--- config.mk ---
export PLATFORM = sky130hd
export DESIGN_NAME = wordle_letter_tx
export DESIGN_NICKNAME = d
export VERILOG_FILES = /design/src/rtl/wordle_letter_tx_pkg.sv /design/src/rtl/wordle_letter_tx_letter_cycler.sv /design/src/rtl/wordle_letter_tx.sv
export SDC_FILE = /design/constraint.sdc
export NUM_CORES = 1
export LEC_CHECK = 0
export BUFFER_PORTS_ARGS = -buffer_cell sky130_fd_sc_hd__buf_2
export CAP_MARGIN = 20
export CORE_MARGIN = 2
export CORE_UTILIZATION = 50
export DETAILED_ROUTE_END_ITERATION = 16
export PLACE_DENSITY = 0.84
export SLEW_MARGIN = 25
export SYNTH_ARGS = -nofsm -noshare
export SYNTH_HDL_FRONTEND = slang
export SYNTH_HIERARCHICAL = 1
export SYNTH_SLANG_ARGS = --single-unit
--- constraint.sdc ---
create_clock -name Clk -period 1.9 [get_ports Clk]
set_clock_uncertainty 0.05 [all_clocks]
set_input_delay 0.095 -clock Clk [delete_from_list [all_inputs] [get_ports Clk]]
set_output_delay 0.095 -clock Clk [all_outputs]
set_load 0.02 [all_outputs]
--- src/rtl/wordle_letter_tx_pkg.sv ---
// wordle_letter_tx_pkg: shared letter constants and tx state encodings
package wordle_letter_tx_pkg;
    localparam logic [7:0] ASCII_A = 8'h41;
    localparam logic [7:0] ASCII_Z = 8'h5A;
    localparam int WORD_LEN_DEF = 5;
    typedef enum logic [3:0] {
        QDIS  = 4'b1000,
        QSEL  = 4'b0100,
        QSEND = 4'b0010,
        QEND  = 4'b0001
    } tx_state_t;
endpackage

--- src/rtl/wordle_letter_tx_letter_cycler.sv ---
// letter_cycler: steps an ASCII capital up or down with A..Z wraparound
module letter_cycler
    import wordle_letter_tx_pkg::*;
(
    input  logic [7:0] cur,
    input  logic       up,
    input  logic       down,
    output logic [7:0] nxt
);
    // pressing both directions at once cancels out
    always_comb begin
        nxt = (up && !down) ? ((cur == ASCII_Z) ? ASCII_A : cur + 8'd1) :
              (down && !up) ? ((cur == ASCII_A) ? ASCII_Z : cur - 8'd1) : cur;
    end
endmodule

--- src/rtl/wordle_letter_tx.sv ---
// wordle_letter_tx: button-driven letter picker that hands committed letters to the guess FSM
module wordle_letter_tx
    import wordle_letter_tx_pkg::*;
#(
    parameter int WORD_LEN    = WORD_LEN_DEF,
    parameter bit KEEP_LETTER = 1'b0
) (
    input  logic       Clk,
    input  logic       reset,
    input  logic       enable,
    input  logic       BtnU_pulse,
    input  logic       BtnD_pulse,
    input  logic       BtnC_pulse,
    input  logic       letter_ready,
    output logic [7:0] letter_out,
    output logic       letter_valid,
    output logic [7:0] sel_letter,
    output logic [2:0] pos,
    output logic       word_sent,
    output logic       q_Dis,
    output logic       q_Sel,
    output logic       q_Send,
    output logic       q_End
);
    tx_state_t  r_state, w_next;
    logic [7:0] r_sel, r_out, w_sel, w_out, w_cyc;
    logic [2:0] r_pos, w_pos;
    logic       r_valid, r_ws, w_valid, w_ws;
    logic [7:0] w_after;

    letter_cycler u_cycler (
        .cur  (r_sel),
        .up   (BtnU_pulse),
        .down (BtnD_pulse),
        .nxt  (w_cyc)
    );

    assign w_after = KEEP_LETTER ? r_sel : ASCII_A;

    // next state and next register values; dropping enable overrides everything
    always_comb begin
        w_next  = r_state;
        w_sel   = r_sel;
        w_out   = r_out;
        w_valid = r_valid;
        w_pos   = r_pos;
        w_ws    = 1'b0;
        if (!enable) begin
            w_next  = QDIS;
            w_sel   = ASCII_A;
            w_valid = 1'b0;
            w_pos   = 3'd0;
        end else begin
            case (r_state)
                QDIS: w_next = QSEL;
                QSEL: begin
                    if (BtnC_pulse) begin
                        w_next  = QSEND;
                        w_out   = r_sel;
                        w_valid = 1'b1;
                    end else begin
                        w_sel = w_cyc;
                    end
                end
                QSEND: begin
                    if (letter_ready) begin
                        w_valid = 1'b0;
                        w_sel   = w_after;
                        w_next  = (r_pos == 3'(WORD_LEN - 1)) ? QEND : QSEL;
                        w_pos   = (r_pos == 3'(WORD_LEN - 1)) ? 3'd0 : r_pos + 3'd1;
                        w_ws    = (r_pos == 3'(WORD_LEN - 1));
                    end
                end
                QEND:    w_next = QSEL;
                default: w_next = QDIS;
            endcase
        end
    end

    // every output comes straight from a register
    always_ff @(posedge Clk or negedge reset) begin
        if (!reset) begin
            r_state <= QDIS;
            r_sel   <= ASCII_A;
            r_out   <= 8'h00;
            r_valid <= 1'b0;
            r_pos   <= 3'd0;
            r_ws    <= 1'b0;
        end else begin
            r_state <= w_next;
            r_sel   <= w_sel;
            r_out   <= w_out;
            r_valid <= w_valid;
            r_pos   <= w_pos;
            r_ws    <= w_ws;
        end
    end

    assign letter_out   = r_out;
    assign letter_valid = r_valid;
    assign sel_letter   = r_sel;
    assign pos          = r_pos;
    assign word_sent    = r_ws;
    assign q_Dis        = r_state[3];
    assign q_Sel        = r_state[2];
    assign q_Send       = r_state[1];
    assign q_End        = r_state[0];
endmodule

==> impl_results.md, run 1 <==
- Fmax: 0.515 GHz
- Synth Flop Type: dfrtp_1
- Io pins: 32
- RSZ-0062 raised after global routing: yes
- Initial antenna violation count: 0
- Share of cells above drive strength 1: 0.390
- Crit. End Element: flip-flop
- Hpwl dp: roughly 3.2 mm
- Vias in the first global route: 1569
- CTS H-tree depth: 1
- Final WL: 4.32 mm
- Synth cell types: 54
- Worst-Margin Slew: 0.564 ns
- Worst skew pair latency: 0.32 ns
- Status: finished, violations left
- Vias per cell: 5.92
- Pwr dens: 545 mW/mm2
- Setup violators final: 6
- Initial Utilization: 0.522
- Slowest-stage cell, CP: dfstp_2
- Final Hold Viols: 0
- Buffers on Ports: 31
- Pin count of the biggest net entering global routing: 26
- Top post-synthesis cells by count: dfrtp_1 (22), nand2_1 (16), nand3_1 (13)
- Row count: 21
- Static Leakage: 0.000988 uW
- Crit Path Max Fanout: 6
- Root buffer cell: clkbuf_4
- Wire length of the first global-routing pass: 7.37 mm
- Leading area contributor after synthesis: dfrtp_1
- Worst Path Arrival: 2.15 ns
- Syn Std Cell Area: 0.00175 mm2
- Tightest Hold Check Type: input pin to flip-flop
- Layout Nets: about 240
- Reg2Reg Depth: 6
- Avg Cell Area, Syn: 9.64 um2
- Clock buffer depth: 2
- Crit Path Class: flip-flop to flip-flop
- Area contributors post-synth: dfrtp_1 (31%), mux2_4 (6.8%), dfstp_2 (4.5%), ha_1 (4.3%), nand3_1 (3.7%)
- Critical Path RT: 2.11 ns
- Detail Route Antenna Nets: 0
- Die W: 63.2 um
- Slew headroom: 0.624
- Residual DRC: 0
- GPL Wtd Cong: 0.969
- Crit path time final: 1.94 ns
- Reg clk slew, reported paths: 0.14 ns
- Final period util: 1.02
- Share of the synthesized area in the top cell type: 0.314
- Num CTS Buffers: 3
- Most common cell in the netlist: dfrtp_1
- Slew Limit Fails: 0
- Total number of vias: ~1600
- Cells after synthesis: 182
- Fillers: 308
- Gr usage total: 0.226
- Area growth, synth to finish: 22.2%
- Post-synth EDFFs: 0
- WHS Path Cells: 2
- Core Footprint: 0.00336 mm2
- Yosys warning count: 6
- #FFs+latches synth: 25
- Pre-antenna DRT Iters: 4
- Die H: 63.2 um
- Setup WS post-layout: -0.0401 ns
- Delay of the slowest critical-path stage: approximately 0.55 ns
- Synthesized Nets: 195
- CTS tree: done
- DRT iter0 DRCs: 56
- Worst IR Drop VDD: roughly 0.00039 V
- Max-cap violations: 0
- Failing checks: setup timing
- Place WS: -0.0757 ns
- WHS: about 0.033 ns
- Post-synthesis sequential area ratio: 0.359
- Total power: 1170 uW
- Grt total ovfl: 0
- Die ar.: about 0.0040 mm2
- Cell chain of the critical path: or4b_4, o21ai_1, a31oi_1, o32ai_1, nand3_1, o21ai_0
- Worst Setup Start Kind: flip-flop
- Drt wl/cell: 15.8 um
- Ant diodes: 0
- CTS sink count: 25
- Async set-reset flop share out of synthesis: 1.00
## final timing paths
check                      slack [ns]          start            end
max reg2reg                     -0.04  sel_letter[6]  sel_letter[4]
min in group asynchronous        0.22          reset  sel_letter[2]
min                              0.03         enable     r_state[3]
max                             -0.04  sel_letter[6]  sel_letter[4]
max in group asynchronous        1.17          reset  sel_letter[1]
min reg2reg                      0.48  letter_out[7]  letter_out[7]
## flip-flops by register name, indices dropped and copies added (netlist names)
register / flops
letter_out: 8
r_state: 4
sel_letter: 8
pos: 3
word_sent: 1
letter_valid: 1
## cells in the final DEF (no fill, tap or decap), types with 3 or more instances in the layout
cell / netlist / final
a21oi_1: 9 / 9
a31oi_1: 3 / 3
buf_2: 1 / 31
buf_4: 2 / 18
clkbuf_4: 0 / 3
dfrtp_1: 22 / 20
dfstp_2: 3 / 3
ha_1: 6 / 4
inv_1: 9 / 8
mux2_4: 8 / 8
nand2_1: 16 / 16
nand2b_1: 6 / 6
nand3_1: 13 / 11
nor2_1: 6 / 4
nor2b_1: 3 / 3
nor3_1: 4 / 4
nor4_1: 3 / 3
o21ai_0: 12 / 8
o21ai_1: 2 / 6
xnor2_1: 4 / 4
## cells by family after synthesis
logic type / count (synthesis) / share of synthesized area
xor gates and xnor gates: 4 / 0.0200
AOI/OAI and AO/OA: 48 / 0.191
buffers and inverters: 18 / 0.0606
muxes: 8 / 0.0685
DFF: 25 / 0.359
and+or+nand+nor: 73 / 0.258
adders and majority gates: 6 / 0.0428
## cell type report
| type | instances | area (um2) | share of cell area |
|---|---|---|---|
| Multi-Input combinational cell | 139 | 1080 | 0.504 |
| Sequential cell | 25 | 632 | 0.295 |
| Timing Repair Buffer | 51 | 310 | 0.145 |
| Tap cell | 46 | 57.6 | 0.0269 |
| Inverter | 9 | 33.8 | 0.0158 |
| Clock buffer | 3 | 22.5 | 0.0105 |
| Clock inverter | 1 | 7.51 | 0.00350 |
## critical path: cells and delay by family, from the launching register on
kind | cells | cell delay, ns
compound gates | 4 | 0.63
flops | 1 | 0.55
simple gates | 2 | 0.64
## per-layer routing
layer	wire, um	track usage
met1	1850	0.291
met5	0	0
met3	307	0.0482
met2	2070	0.386
met4	95	0.0598
## through the flow
step           cells  utilization  setup TNS, ns  cell area, um2
6_report         274        0.637         -0.118            2140
2_1_floorplan    182            -         -0.284            1780
3_5_place_dp     268        0.611         -0.169            2050
5_1_grt          274        0.637         -0.552            2140
3_3_place_gp     268        0.611         -0.247            2050
4_1_cts          274        0.630        -0.0377            2120
## where the power goes
group,internal [uW],switching (uW)
combinational,135,179
sequential,570,35.0
clock,80.5,169
## what timing repair did
item	4_1_cts	5_1_grt
endpoints found under the hold margin	23	0
setup endpoints to repair	5	7
hold buffers	2	0
pin swaps	0	3
setup buffers	0	0
resized for setup	5	6
Power figures use the tool's default switching activity.
==> run 2, diff against run 1 <==
--- a/config.mk
+++ b/config.mk
@@ -7,10 +7,11 @@
 export LEC_CHECK = 0
 export BUFFER_PORTS_ARGS = -buffer_cell sky130_fd_sc_hd__buf_2
 export CAP_MARGIN = 20
+export CORE_ASPECT_RATIO = 1.1
 export CORE_MARGIN = 2
 export CORE_UTILIZATION = 50
 export DETAILED_ROUTE_END_ITERATION = 16
-export PLACE_DENSITY = 0.84
+export PLACE_DENSITY = 0.73
 export SLEW_MARGIN = 25
 export SYNTH_ARGS = -nofsm -noshare
 export SYNTH_HDL_FRONTEND = slang
==> run 2 against run 1 <==
Against the previous run: the run still ends with setup timing left; clock-buffer cell count increased by 1; register-to-register slack about the same; sequential power about the same; worst hold slack improved by 0.0074 ns; clock power decreased by 6%; final area increased by 7.2%; critical path depth decreased by 1; first-iteration DRC count increased by 59%; die area about the same; critical path type unchanged.
==> impl_results.md, run 2 (synthesis gave the netlist of run 1 again) <==
- Status: finished, violations left
- Failing checks: setup timing
- CTS sink count: 25 (unchanged)
- Setup WS post-layout: -0.0531 ns (-0.0130 ns)
- Post-Layout Inst Area: 0.00230 mm2 (+7.2%)
- Vias per cell: 5.73 (-3.2%)
- Worst Setup Start Kind: flip-flop
- Slew Limit Fails: 0 (unchanged)
- Final WL: 4.82 mm (+11%)
- Place WS: -0.0822 ns (-0.00657 ns)
- Num CTS Buffers: 3 (unchanged)
- Pre-antenna DRT Iters: 4 (unchanged)
- Worst path bufs/invs: 0 (unchanged)
- Final period util: 1.03 (+0.00684)
- Pwr dens: 512 mW/mm2 (-6.1%)
- DRT iter0 DRCs: 89 (+59%)
- Worst-Margin Slew: 0.533 ns (-0.0314 ns)
- Crit Path Class: flip-flop to flip-flop
- Gr usage total: 0.268 (+0.0416)
- Layout Nets: 260 (+7.4%)
- Fmax: 0.512 GHz (-0.67%)
- Clock buffer depth: 2 (unchanged)
- Ant diodes: 0 (unchanged)
- GPL Wtd Cong: 0.912 (-5.8%)
- CTS tree: done
- Reg clk slew, reported paths: 0.12 ns (-0.02 ns)
- Max-cap violations: 0 (unchanged)
- HP Start: enable
- Static Leakage: 0.00108 uW (+9.4%)
- Most frequent cells in the layout: buf_4 (35), buf_2 (31), dfrtp_1 (18)
- Detail Route Antenna Nets: 0 (unchanged)
- Cell Area, Placed: 0.00214 mm2 (+4.1%)
- Delay of the slowest critical-path stage: 0.55 ns (about the same)
- CTS H-tree depth: 1 (unchanged)
- Inst Count DP: 281 (+4.9%)
- Core Footprint: 0.00336 mm2 (-0.15%)
- Crit. End Element: flip-flop
- Total number of vias: 1684 (+3.9%)
- Initial antenna violation count: 0 (unchanged)
- Buffers on Ports: 31 (unchanged)
- Wire length of the first global-routing pass: 7.95 mm (+7.9%)
- Slowest-stage cell, CP: dfstp_2
- Worst Path Arrival: 2.17 ns (+0.02 ns)
- Slew headroom: 0.645 (+0.0209)
- Most common cell after layout, fill and taps aside: buf_4
- Die W: 60.5 um (-4.4%)
- Worst skew pair latency: 0.32 ns (about the same)
- Tightest Hold Check Type: input pin to flip-flop
- Grt total ovfl: 0 (unchanged)
- Root buffer cell: clkbuf_4
- Pin count of the biggest net entering global routing: 26 (unchanged)
- Setup_tns: -0.168 ns (-0.0504 ns)
- Final Hold Viols: 0 (unchanged)
- Vias in the first global route: 1641 (+4.6%)
- Initial Utilization: 0.522 (+0.000777)
- Critical Path RT: 2.12 ns (about the same)
- Worst IR Drop VDD: 0.000469 V (+20%)
- Share of cells above drive strength 1: 0.455 (+0.0649)
- Drt wl/cell: 16.4 um (+3.9%)
- Setup crit start: sel_letter[6]
- RSZ-0062 raised after global routing: yes
- Non-Filler Instances: 294 (+7.3%)
- R2r setup slk: -0.05 ns (about the same)
- Io pins: 32 (unchanged)
- Row count: 22 (+4.8%)
- Die H: 66.1 um (+4.6%)
- Setup violators final: 4 (-2)
- Area growth, synth to finish: 31.0%
- Hpwl dp: 3.58 mm (+14%)
- Residual DRC: 0 (unchanged)
- Worst path top cell family by delay: compound AO/OA/AOI/OAI gates
- Die ar.: 0.00400 mm2 (about the same)
- Crit Path Max Fanout: 6 (unchanged)
- Cell chain of the critical path: or4b_4, o21a_4, a221o_1, nand2_1, o32a_1
- Reg-to-reg startpoint: sel_letter[6]
- Crit path time final: 1.95 ns (+0.0130 ns)
[run 2: worst reg2reg max path, stage by stage (launching register included)]
cell	delay (ns)
dfstp_2	0.55
or4b_4	0.53
o21a_4	0.25
a221o_1	0.29
nand2_1	0.09
o32a_1	0.14
[run 2: routing by layer]
metal,GRT usage,part of all wire
met1,0.355,0.41
met2,0.438,0.50
met3,0.0196,0.038
met4,0.130,0.045
met5,0,0
[run 2: final cells by class]
| class | count | area, um2 |
|---|---|---|
| sequential | 25 | 634 |
| fill | 282 | 1060 |
| timing repair buffer | 69 | 449 |
| inverter | 9 | 33.8 |
| multi-input combinational | 139 | 1090 |
| clock buffer | 4 | 26.3 |
| tap | 48 | 60.1 |
[run 2: final timing paths]
check                                 to  cells after the start
max in group asynchronous  sel_letter[3]                      2
min                           r_state[3]                      2
max                        sel_letter[6]                      5
min in group asynchronous  letter_out[4]                      2
min reg2reg                letter_out[4]                      1
max reg2reg                sel_letter[6]                      5
[run 2: power by group]
part / total [uW] / internal, uW / switching (uW)
Sequential: 607 / 570 / 36.7
Clock: 235 / 82.4 / 153
Combinational: 335 / 146 / 188
Total: 1180 / 798 / 378
[run 2: metrics by stage]
stage	util	hold slack, ns	total power (uW)
6_report	0.684	0.0407	1180
5_1_grt	0.684	0.0489	1240
4_1_cts	0.673	0.0340	1180
3_5_place_dp	0.637	0.0628	936
3_3_place_gp	0.637	0.0505	927
2_1_floorplan	-	-0.251	824
[run 2: what timing repair did]
action / in CTS / in global routing
endpoints found under the setup margin: 7 / 7
hold buffers: 2 / 0
pin swaps: 6 / 6
endpoints found under the hold margin: 23 / 0
resized for setup: 14 / 4
buffers inserted: 4 / 3
==> run 3, diff against run 2 <==
==> constraint.sdc (replaced) <==
create_clock -name Clk -period 1.9 [get_ports Clk]
set_clock_uncertainty 0.05 [all_clocks]
set_input_delay 0.38 -clock Clk [delete_from_list [all_inputs] [get_ports Clk]]
set_output_delay 0.38 -clock Clk [all_outputs]
set_load 0.02 [all_outputs]
==> run 3 against run 2 <==
Against the previous run: the run still ends with setup timing left; worst hold slack better by 0.28 ns; combinational power about the same; global-route usage down 1.3 points; critical path depth unchanged; core utilization down 1.2 points; die area unchanged; non-clock buffer count down 1; sequential share of layout area up 0.39 points; critical path type unchanged.
==> impl_results.md, run 3 (synthesis gave the netlist of run 1 again) <==
- Most frequent cells in the layout: buf_4 (35), buf_2 (31), dfrtp_1 (20)
- Max-cap violations: 0 (unchanged)
- Num CTS Buffers: 3 (unchanged)
- Drt wl/cell: 15.9 um (-3.0%)
- Die H: 66.1 um (unchanged)
- Initial antenna violation count: 0 (unchanged)
- Wire length of the first global-routing pass: 7.66 mm (-3.6%)
- Most common cell after layout, fill and taps aside: buf_4
- Status: finished, violations left
- Static Leakage: 0.00108 uW (-0.15%)
- GPL Wtd Cong: 0.989 (+8.4%)
- Crit Path Max Fanout: 6 (unchanged)
- Setup crit start: sel_letter[6]
- CTS H-tree depth: 1 (unchanged)
- Fillers: 294 (+4.3%)
- Vias in the first global route: 1662 (+1.3%)
- Slew headroom: 0.641 (-0.00406)
- RR Endpoint: sel_letter[6]
- Gr usage total: 0.255 (-0.0129)
- Detail Route Antenna Nets: 0 (unchanged)
- Area growth, synth to finish: 28.7%
- Crit Path Class: flip-flop to flip-flop
- Fmax: 0.505 GHz (-1.4%)
- Buffers on Ports: 31 (unchanged)
- Worst IR Drop VDD: 0.000509 V (+8.4%)
- Slew Limit Fails: 0 (unchanged)
- CTS sink count: 25 (unchanged)
- Worst-Margin Slew: 0.539 ns (+0.00609 ns)
- DRT iter0 DRCs: 80 (-10%)
- Reg-to-reg startpoint: sel_letter[6]
- Pre-antenna DRT Iters: 4 (unchanged)
- Crit. End Element: flip-flop
- Final WL: 4.66 mm (-3.4%)
- Worst skew pair latency: 0.31 ns (about the same)
- Worst Path Arrival: 2.19 ns (+0.02 ns)
- Grt total ovfl: 0 (unchanged)
- Residual DRC: 0 (unchanged)
- Final Hold Viols: 0 (unchanged)
- Tightest Hold Check Type: input pin to flip-flop
- Clock buffer depth: 2 (unchanged)
- Layout Nets: 259 (-0.38%)
- CTS tree: done
- Die ar.: 0.00400 mm2 (unchanged)
- Setup WS post-layout: -0.0811 ns (-0.0280 ns)
- Total power: 1170 uW (-0.54%)
- Root buffer cell: clkbuf_4
- Worst Setup Start Kind: flip-flop
- Setup_tns: -0.221 ns (-0.0529 ns)
- Share of cells above drive strength 1: 0.416 (-0.0390)
- Ant diodes: 0 (unchanged)
- Io pins: 32 (unchanged)
- Total number of vias: 1694 (+0.59%)
- Hpwl dp: 3.77 mm (+5.2%)
- Row count: 22 (unchanged)
- Final period util: 1.04 (+0.0147)
- Pwr dens: 518 mW/mm2 (+1.3%)
- Final core occ: 0.672 (-0.0123)
- Setup violators final: 5 (+1)
- Initial Utilization: 0.522 (unchanged)
- Failing checks: setup timing
- Crit path time final: 1.98 ns (+0.0280 ns)
- Core Footprint: 0.00336 mm2 (unchanged)
- Die W: 60.5 um (unchanged)
- Vias per cell: 5.78 (+0.94%)
- Reg clk slew, reported paths: 0.12 ns (about the same)
- Critical Path RT: 2.11 ns (about the same)
- R2r setup slk: -0.08 ns (-0.03 ns)
- Reg2Reg Depth: 5 (unchanged)
- Pin count of the biggest net entering global routing: 26 (unchanged)
- RSZ-0062 raised after global routing: yes
- Crit path capture: sel_letter[6]
## run 3: what timing repair did
item | 4_1_cts | 5_1_grt
gates resized for setup | 4 | 4
pin swaps | 1 | 3
endpoints found under the hold margin | 1 | 0
hold buffers | 1 | 0
buffers inserted | 1 | 0
setup endpoints to repair | 6 | 7
## run 3: area by class of cell
class | instances | area (um2) | share of cell area
tap | 48 | 60.1 | 0.0266
clock buffer | 4 | 26.3 | 0.0116
timing repair buffer | 68 | 439 | 0.195
multi-input combinational | 139 | 1070 | 0.472
inverter | 9 | 33.8 | 0.0150
sequential | 25 | 632 | 0.280
## run 3: worst min-delay path by stage
stage                  from       endpoint  slack, ns  cells past startpoint
2_1_floorplan         reset  letter_out[0]       0.03                      0
6_report       letter_ready     r_state[1]       0.32                      4
5_1_grt        letter_ready     r_state[1]       0.31                      4
3_3_place_gp          reset  letter_out[3]       0.33                      1
3_5_place_dp          reset  letter_out[0]       0.34                      1
4_1_cts        letter_ready     r_state[1]       0.30                      4
## run 3: routing by layer
layer / track usage / vias to the layer above / wire (um)
met4: 0.155 / 0 / 239
met2: 0.428 / 61 / 2350
met1: 0.317 / 812 / 1870
li1: - / 803 / -
met5: 0 / - / 0
met3: 0.0117 / 18 / 201
## run 3: per-stage QoR
step	area [um2]	hold WS (ns)	worst slack [ns]	instances
2_1_floorplan	1780	0.0344	-0.0778	182
3_3_place_gp	2180	0.331	-0.0969	287
3_5_place_dp	2180	0.343	-0.0994	287
4_1_cts	2250	0.304	-0.0594	293
5_1_grt	2260	0.311	-0.162	293
6_report	2260	0.318	-0.0811	293
## run 3: worst max-delay path: stages (launching register included)
cell	delay [ns]
dfstp_2	0.56
or4b_4	0.54
o21a_4	0.25
a221o_1	0.32
nand2_1	0.08
o32a_1	0.13
## run 3: report_power, final
group / internal [uW] / switching, uW / total, uW
logic: 148 / 186 / 335
registers: 570 / 38.1 / 608
clock network: 82.0 / 145 / 227
